**src/rtl/pulse_gen_pkg.sv**
```systemverilog
// Shared types and constants for the pulse generator.
// State encodings and cycle-counter width.
package pulse_gen_pkg;

    localparam int unsigned CNT_W = 8;

    typedef enum logic [1:0] {
        IDLE = 2'b00,
        HIGH = 2'b01,
        LOW  = 2'b10
    } state_t;

    function automatic logic is_active(input state_t s);
        return (s == HIGH) || (s == LOW);
    endfunction

endpackage

```
**src/rtl/sat_counter.sv**
```systemverilog
// Saturating up/down counter used to queue pending triggers.
// Simultaneous inc and dec leave the value unchanged.
module sat_counter #(
    parameter int unsigned WIDTH = 4
) (
    input  logic             clk,
    input  logic             rst,
    input  logic             inc,
    input  logic             dec,
    input  logic             clr,
    output logic [WIDTH-1:0] value,
    output logic             saturated
);

    localparam logic [WIDTH-1:0] MAX = '1;

    assign saturated = (value == MAX);

    always_ff @(posedge clk or posedge rst) begin
        if (rst) begin
            value <= '0;
        end else if (clr) begin
            value <= '0;
        end else if (inc && !dec && !saturated) begin
            value <= value + 1'b1;
        end else if (dec && !inc && (value != '0)) begin
            value <= value - 1'b1;
        end
    end

endmodule

```
**src/rtl/pulse_gen.sv**
```systemverilog
// Fixed-width pulse generator with queued triggers.
// Three-state FSM plus a shared high/low cycle counter.
module pulse_gen #(
    parameter int unsigned HIGH_CYC = 2,
    parameter int unsigned LOW_CYC  = 1,
    parameter int unsigned PEND_W   = 4
) (
    input  logic              clk,
    input  logic              rst,
    input  logic              trig,
    input  logic              clr,
    output logic              out,
    output logic              busy,
    output logic [PEND_W-1:0] pending,
    output logic              ovf
);

    import pulse_gen_pkg::*;

    localparam logic [CNT_W-1:0] HI_LD = CNT_W'(HIGH_CYC - 1);
    localparam logic [CNT_W-1:0] LO_LD = CNT_W'(LOW_CYC - 1);

    state_t           state;
    state_t           state_nx;
    logic [CNT_W-1:0] cnt;
    logic [CNT_W-1:0] cnt_nx;
    logic             inc;
    logic             dec;
    logic             sat;
    logic             pend_nz;

    assign pend_nz = (pending != '0);

    always_ff @(posedge clk or posedge rst) begin
        if (rst) begin
            state <= IDLE;
            cnt   <= '0;
        end else begin
            state <= state_nx;
            cnt   <= cnt_nx;
        end
    end

    always_comb begin
        state_nx = state;
        cnt_nx   = cnt;
        inc      = 1'b0;
        dec      = 1'b0;
        if (clr) begin
            state_nx = IDLE;
            cnt_nx   = '0;
        end else begin
            case (state)
                HIGH: begin
                    inc = trig;
                    if (cnt == '0) begin
                        state_nx = LOW;
                        cnt_nx   = LO_LD;
                    end else begin
                        cnt_nx = cnt - 1'b1;
                    end
                end
                LOW: begin
                    if (cnt != '0) begin
                        inc    = trig;
                        cnt_nx = cnt - 1'b1;
                    end else if (pend_nz) begin
                        // consume one queued trigger; a new trig refills it
                        dec      = 1'b1;
                        inc      = trig;
                        state_nx = HIGH;
                        cnt_nx   = HI_LD;
                    end else if (trig) begin
                        state_nx = HIGH;
                        cnt_nx   = HI_LD;
                    end else begin
                        state_nx = IDLE;
                        cnt_nx   = '0;
                    end
                end
                default: begin
                    // covers IDLE and the unused 2'b11 encoding
                    if (trig) begin
                        state_nx = HIGH;
                        cnt_nx   = HI_LD;
                    end else begin
                        state_nx = IDLE;
                        cnt_nx   = '0;
                    end
                end
            endcase
        end
    end

    always_ff @(posedge clk or posedge rst) begin
        if (rst) begin
            ovf <= 1'b0;
        end else if (clr) begin
            ovf <= 1'b0;
        end else if (inc && !dec && sat) begin
            ovf <= 1'b1;
        end
    end

    sat_counter #(
        .WIDTH(PEND_W)
    ) u_pend (
        .clk      (clk),
        .rst      (rst),
        .inc      (inc),
        .dec      (dec),
        .clr      (clr),
        .value    (pending),
        .saturated(sat)
    );

    assign out  = (state == HIGH);
    assign busy = is_active(state);

endmodule

```
**config.mk**
```make
export PLATFORM = sky130hd
export DESIGN_NAME = pulse_gen
export DESIGN_NICKNAME = d
export VERILOG_FILES = /design/src/rtl/pulse_gen_pkg.sv /design/src/rtl/sat_counter.sv /design/src/rtl/pulse_gen.sv
export SDC_FILE = /design/constraint.sdc
export NUM_CORES = 1
export LEC_CHECK = 0
export ABC_AREA = 1
export BUFFER_PORTS_ARGS = -buffer_cell sky130_fd_sc_hd__clkbuf_2
export CAP_MARGIN = 10
export CORE_MARGIN = 10
export CORE_UTILIZATION = 52
export CTS_CLUSTER_DIAMETER = 50
export DETAILED_ROUTE_END_ITERATION = 16
export GPL_TIMING_DRIVEN = 0
export PLACE_DENSITY = 0.8
export SETUP_SLACK_MARGIN = 0.02
export SYNTH_ARGS = -nofsm -noshare
export SYNTH_HDL_FRONTEND = slang
export SYNTH_HIERARCHICAL = 1
export SYNTH_SLANG_ARGS = --single-unit
```
**constraint.sdc**
```tcl
create_clock -name clk -period 2.1 [get_ports clk]
set_input_delay 0.21 -clock clk [delete_from_list [all_inputs] [get_ports clk]]
set_output_delay 0.21 -clock clk [all_outputs]
set_load 0.1 [all_outputs]
```
==> results of run 1 <==
-- area by class of cell --
cell class	count	share of cell area (%)
sequential	15	27.0
inverter	29	8.13
tap	27	2.34
multi-input combinational	100	50.6
clock inverter	1	0.519
clock buffer	3	1.56
timing repair buffer	22	9.86
-- per-stage QoR --
step	total power [mW]	setup TNS, ps	hold slack (ps)	worst slack, ps
5_1_grt	1.70	-146	326	-110
3_3_place_gp	1.23	-363	91.9	-159
6_report	1.59	-0.661	326	-0.661
3_5_place_dp	1.25	-478	93.6	-195
2_1_floorplan	1.14	-487	-23.8	-206
4_1_cts	1.53	0	282	17.1
-- report_power, final --
group	total [mW]	internal, mW	switching, mW
Clock	0.167	0.0723	0.0949
Combinational	1.07	0.377	0.689
Sequential	0.359	0.326	0.0330
-- cell usage in the layout, fill, tap and decap left out --
master | Yosys | layout
nand3_2 | 2 | 2
clkbuf_2 | 0 | 10
buf_4 | 0 | 11
o21ai_1 | 2 | 2
clkinv_2 | 1 | 1
dfrtp_4 | 0 | 4
nand4_1 | 2 | 2
a21boi_0 | 1 | 1
dlygate4sd3_1 | 0 | 1
nand2_4 | 2 | 2
nand2_8 | 1 | 1
clkinvlp_4 | 0 | 1
a21oi_2 | 1 | 3
nor2_2 | 9 | 12
o21ai_2 | 2 | 2
nand2_2 | 3 | 3
xnor2_1 | 1 | 1
a21oi_1 | 3 | 1
nand2_1 | 32 | 32
o21a_1 | 1 | 1
xor2_1 | 5 | 5
or2_4 | 0 | 1
nor2_8 | 1 | 1
ha_4 | 0 | 4
o21ai_4 | 1 | 1
dfrtp_1 | 15 | 11
nor3_4 | 0 | 1
ha_1 | 6 | 2
nor2_1 | 9 | 5
nand3_1 | 11 | 11
clkbuf_4 | 0 | 3
nor2_4 | 2 | 3
inv_2 | 7 | 11
inv_1 | 21 | 16
fa_2 | 0 | 1
inv_8 | 0 | 1
-- per-layer routing --
metal / vias up / wire (um)
li1: 493 / -
met1: 453 / 1070
met2: 19 / 1140
met3: 5 / 120
met4: 0 / 36
met5: - / 0
-- path summary, 6_finish.rpt --
path | from | end | slack (ps) | cells past startpoint
hold / removal | rst | u_pend/value[1] | 330 | 3
setup / recovery | state[0] | u_pend/value[3] | -0.7 | 15
setup reg to reg | state[0] | u_pend/value[3] | -0.7 | 15
hold reg to reg | ovf | ovf | 500 | 2
min in group clk | trig | cnt[0] | 330 | 4
max in group asynchronous | rst | cnt[7] | 1350 | 3
-- synth_stat cells (2+ instances only) --
cell type   n
nand4_1     2
nor2_4      2
ha_1        6
dfrtp_1    15
nor2_1      9
nor2_2      9
inv_1      21
nand2_2     3
xor2_1      5
nand2_1    32
o21ai_1     2
nand3_2     2
nand2_4     2
a21oi_1     3
nand3_1    11
o21ai_2     2
inv_2       7
-- flip-flops by register name, indices dropped and copies added (netlist names) --
register and flops:
cnt 8, state 2, u_pend/value 4, ovf 1
-- cell families after synthesis --
kind of cell / count (synthesis)
DFF: 15
xor gates and xnor gates: 6
and+or+nand+nor: 76
adders and majority gates: 7
buffers and inverters: 29
AOI/OAI and AO/OA: 11
-- what timing repair did --
item                       CTS  global route
setup endpoints to repair    3             3
hold buffers                 1             0
gates resized for setup      9             5
setup buffers               10             1
hold endpoints to repair    15             0
pin swaps                   10             8
-- worst register-to-register path: cells and delay by family (launching register included) --
family / cells / cell delay [ps]
AND/OR/NAND/NOR: 7 / 640
flip-flops: 1 / 400
adder cells (fa/ha/maj): 2 / 400
AO/OA/AOI/OAI: 3 / 280
buffers and inverters: 3 / 270
==> results.ini, run 1 <==
[status]
status = finished with violations
violations = setup timing

[final_layout]
final_core_utilization_pct = 71.5
regArea_um2 = 390
diodes = 0
syn2layout_area_growth_pct = 28.2
fillers = 155
nets = 182
layout.cells.non_filler = 197
layout-drive-gt1-share_pct = 46.5
multi_input_area_um2 = 732
stdcell_area_um2 = 1450

[synthesis]
yosys.area_share.simple_pct = 36.6
synth_cells = 144
synth_cell_types = 28
synth_compound_area_share_pct = 7.32
syn_area_um2 = 1130
synth_nets = 155
ys_seq_elements = 15
ys_seq_area_share_pct = 33.3
async_flop_share_pct = 100
avgSynthCellArea_um2 = 7.84
synth_area_leaders = dfrtp_1 (33%), nand2_1 (11%), inv_1 (7.0%)
yosys.area_share.xor_xnor_pct = 4.66
yosysTopAreaCellShare_pct = 33.3
synth_mux_area_share_pct = 0
synth_largest_area_cell = dfrtp_1
synthFlopType = dfrtp_1
synthAdderAreaFrac_pct = 8.43
synth_edf_count = 0
synth_top_family_by_area = simple AND/OR/NAND/NOR gates
yosys_warnings = 6

[grt]
grt_pass1_vias = 942
busiest_layer = met2
grtUsageMet1_pct = 13.4
grt-ovfl-total = 0
grtUsageTotal_pct = 11.8
antenna_found_initial = 0
grt_util_met2_pct = 20.0
grtUsageMet3_pct = 4.18
grt_start_max_net_pins = 12
grt_pass1_wl_um = 4130

[clock_network]
cts-root-buf = clkbuf_4
clock_latency_ps = 280
cts_tree = done
cts-buffers-inserted = 3
cts.htree.levels = 1
cts_buffer_depth = 2
cts.sinks = 15
clk_pin_slew_ps = 90

[floorplanning]
coreArea_um2 = 2020
start_util_pct = 55.8
fp.dieW_um = 66.6
rows = 16
dieArea_um2 = 4430
num_io_pins = 11
die_h_um = 66.6

[detailed_routing]
first_iter_violations = 52
postRouteAntennaNets = 0
drt_pass1_iterations = 6
wl_per_cell_um = 12.0
viasPerCell = 4.92
drc = 0
vias = 970
wirelength_um = 2370

[worst_setup_path]
cp_slowest_cell = dfrtp_1
worst_ep_required_time_ps = 2280
crit_family = simple AND/OR/NAND/NOR gates
cp_num_buf_inv = 3
critPathKind = reg2reg
start_kind = flip-flop
arrival_ps = 2280
critPathMaxStageDelay_ps = 400
critPathMaxFanout = 4
path_cells = buf_4 > ha_4 > or2_4 > nand4_1 > a21oi_2 > inv_2 > nor2_4 > o21ai_4 > ha_4 > a21oi_2 > nand2_1 > inv_1 > nand3_1 > nand3_1 > nand2_1
crit_path_end_kind = flip-flop

[sta]
max_slew_margin_pct = 63.4
drv_slew = 0
tightest_slew_ps = 551
hold_viol = 0
fmax_ghz = 0.476
fin_worst_skew_ps = 3.69
grt_setup_unrepaired = true
period_share_pct = 100
period_needed_ps = 2100
worst_slack_ps = -0.661
setup_violations = 1

[placed_design]
port_buffers = 10
gp_congestion = 0.792
hpwl_um = 1660
place_area_um2 = 1280
dp_cells = 181

[hold_path]
min_path_type = in2async

[job]
cap_violations = 0

[power_and_ir_drop]
ir_worst_vdd_mv = 0.936
p_per_area_nw_per_um2 = 1100
leakage_nw = 0.765

(Power assumes the default switching activity.)
==> run 2: changes to the inputs <==
ABC_AREA = not set   (was 1)
CORE_UTILIZATION = 55   (was 52)
PLACE_DENSITY = 0.81   (was 0.8)
clock period = 2.7 ns   (was 2.1 ns; I/O delays follow)
==> results.ini, run 2 <==
[status]
status = completed

[placed_design]
place_area_um2 = 1170
gp_congestion = 0.738
hpwl_um = 1560
port_buffers = 10
post-place-ws_ps = -90.7

[floorplanning]
fp.dieW_um = 62.8
die_h_um = 62.8
coreArea_um2 = 1730
start_util_pct = 58.4
dieArea_um2 = 3950
rows = 15
num_io_pins = 11

[grt]
grt_pass1_wl_um = 3730
grt_pass1_vias = 839
grtUsageTotal_pct = 11.0
grt-ovfl-total = 0
antenna_found_initial = 0
grt_start_max_net_pins = 12

[worst_setup_path]
start_kind = flip-flop
crit_path_end_kind = flip-flop
critPathMaxStageDelay_ps = 440
crit_start = state[0]
arrival_ps = 2860
worst_ep_required_time_ps = 2880
crit_family = compound AO/OA/AOI/OAI gates
cp_common_cell = ha_4
cp_slowest_cell = dfrtp_1
critPathMaxFanout = 6
path_cells = inv_2 > ha_4 > clkinvlp_4 > nand3_2 > a311oi_4 > nand2b_1 > or2_4 > ha_4 > a21o_4 > a21oi_2 > a21oi_1 > a211oi_1
critPathKind = reg2reg
r2r_start = state[0]
cp_num_buf_inv = 2

[synthesis]
async_flop_share_pct = 100
synth_edf_count = 0
synth_nets = 113
avgSynthCellArea_um2 = 9.89
synthFlopType = dfrtp_1
synthTopCellsByCount = dfrtp_1 (15), inv_1 (14), nor2_1 (9), ha_1 (6)
synth_area_leaders = dfrtp_1 (37%), ha_1 (7.4%), inv_1 (5.2%)
synth_cells = 102
syn_area_um2 = 1010
synth_cell_types = 37
yosysTopAreaCellShare_pct = 37.2
yosys_warnings = 6
synth.most_common_cell = dfrtp_1
ys_seq_elements = 15
synth_largest_area_cell = dfrtp_1
ys_seq_area_share_pct = 37.2

[sta]
fmax_ghz = 0.373
period_share_pct = 99.2
fin_worst_skew_ps = 2.02
setup_violations = 0
tightest_slew_ps = 543
worst_slack_ps = 21.3
period_needed_ps = 2680
max_slew_margin_pct = 64.0
hold_viol = 0
drv_slew = 0

[final_layout]
fillers = 119
top_regs = cnt: 8 flops, u_pend/value: 4 flops, state: 2 flops
layout_common_cells = inv_1 (10), dfrtp_1 (10), clkbuf_2 (10), buf_4 (10), nor2_1 (9)
multi_input_area_um2 = 678
top_register = cnt
syn2layout_area_growth_pct = 31.3
nets = 138
largest_reg_flops = 8
regArea_um2 = 382
layout-drive-gt1-share_pct = 47.6
stdcell_area_um2 = 1320
diodes = 0

[detailed_routing]
viasPerCell = 5.42
postRouteAntennaNets = 0
vias = 819
wl_per_cell_um = 15.7
drt_pass1_iterations = 4
first_iter_violations = 20
wirelength_um = 2380
drc = 0

[hold_path]
min_path_type = in2reg
hp-start = clr

[job]
cap_violations = 0

[clock_network]
cts-buffers-inserted = 3
cts_buffer_depth = 2
cts.htree.levels = 1
cts-root-buf = clkbuf_4
cts_tree = done
cts.sinks = 15
clock_latency_ps = 290
clk_pin_slew_ps = 100

[power_and_ir_drop]
p_per_area_nw_per_um2 = 376
leakage_nw = 0.612
ir_worst_vdd_mv = 0.369

run 2: cell count changes after synthesis, moves of 3 or more:
| cell | previous run | this run |
|---|---|---|
| nand2_1 | 32 | 4 |
| xor2_1 | 5 | 2 |
| inv_2 | 7 | 0 |
| inv_1 | 21 | 14 |
| nand3_1 | 11 | 4 |
| nor4_1 | 0 | 3 |
| nor2_2 | 9 | 5 |
| nand2_2 | 3 | 0 |
| xnor2_1 | 1 | 5 |
run 2: power by group:
part / internal (mW) / switching [mW] / leakage (nW) / total [mW]
logic: 0.0433 / 0.0830 / 0.399 / 0.126
clock network: 0.0563 / 0.0800 / 0.0139 / 0.136
registers: 0.229 / 0.00652 / 0.199 / 0.235
total: 0.329 / 0.170 / 0.612 / 0.498
run 2: cells by family (layout without fill, tap and decap cells):
kind of cell	count (synthesis)	after routing	share of synthesized area, %
buf+inv	16	40	7.44
simple gates	36	36	21.0
xor+xnor	7	7	6.08
mux	1	1	0.993
compound gates	20	20	17.9
fa+ha+maj	7	7	9.43
flops	15	15	37.2
run 2: final cells by class:
type | instances | share of cell area [%]
Buffer | 1 | 0.851
Clock buffer | 3 | 1.70
Clock inverter | 1 | 0.567
Inverter | 14 | 4.25
Multi-Input combinational cell | 71 | 51.2
Sequential cell | 15 | 28.8
Tap cell | 25 | 2.36
Timing Repair Buffer | 21 | 10.2
run 2: what timing repair did:
action                                  CTS  global route
buffers inserted                          1             9
gates resized for setup                   2             8
endpoints found under the setup margin    3             3
hold endpoints to repair                 15             0
pin swaps                                 1             6
hold buffers                              1             0
run 2: metal layers:
| layer | wire length [um] | vias to the layer above | global-route usage [%] |
|---|---|---|---|
| met1 | 1070 | 398 | 13.9 |
| met5 | 0 | - | 0 |
| met2 | 1230 | 16 | 18.3 |
| li1 | - | 405 | - |
| met4 | 0 | 0 | 1.40 |
| met3 | 79 | 0 | 3.23 |
run 2: metrics by stage:
stage	setup TNS (ps)	cells	total power, mW	utilization [%]	hold WS (ps)
after detailed placement	-186	137	0.357	67.8	154
final	0	151	0.498	76.7	290
after CTS	0	143	0.494	71.4	282
after global routing	-135	151	0.528	76.7	283
after global placement	-36.3	137	0.353	67.8	146
after floorplan	-183	102	0.337	-	36.1
run 2: path summary, 6_finish.rpt:
path / to / slack [ps] / cells past startpoint
max in group asynchronous: cnt[3] / 1870 / 3
min in group asynchronous: u_pend/value[2] / 400 / 3
min: u_pend/value[1] / 290 / 2
max reg2reg: u_pend/value[3] / 20 / 12
min reg2reg: ovf / 530 / 1
max: u_pend/value[3] / 20 / 12
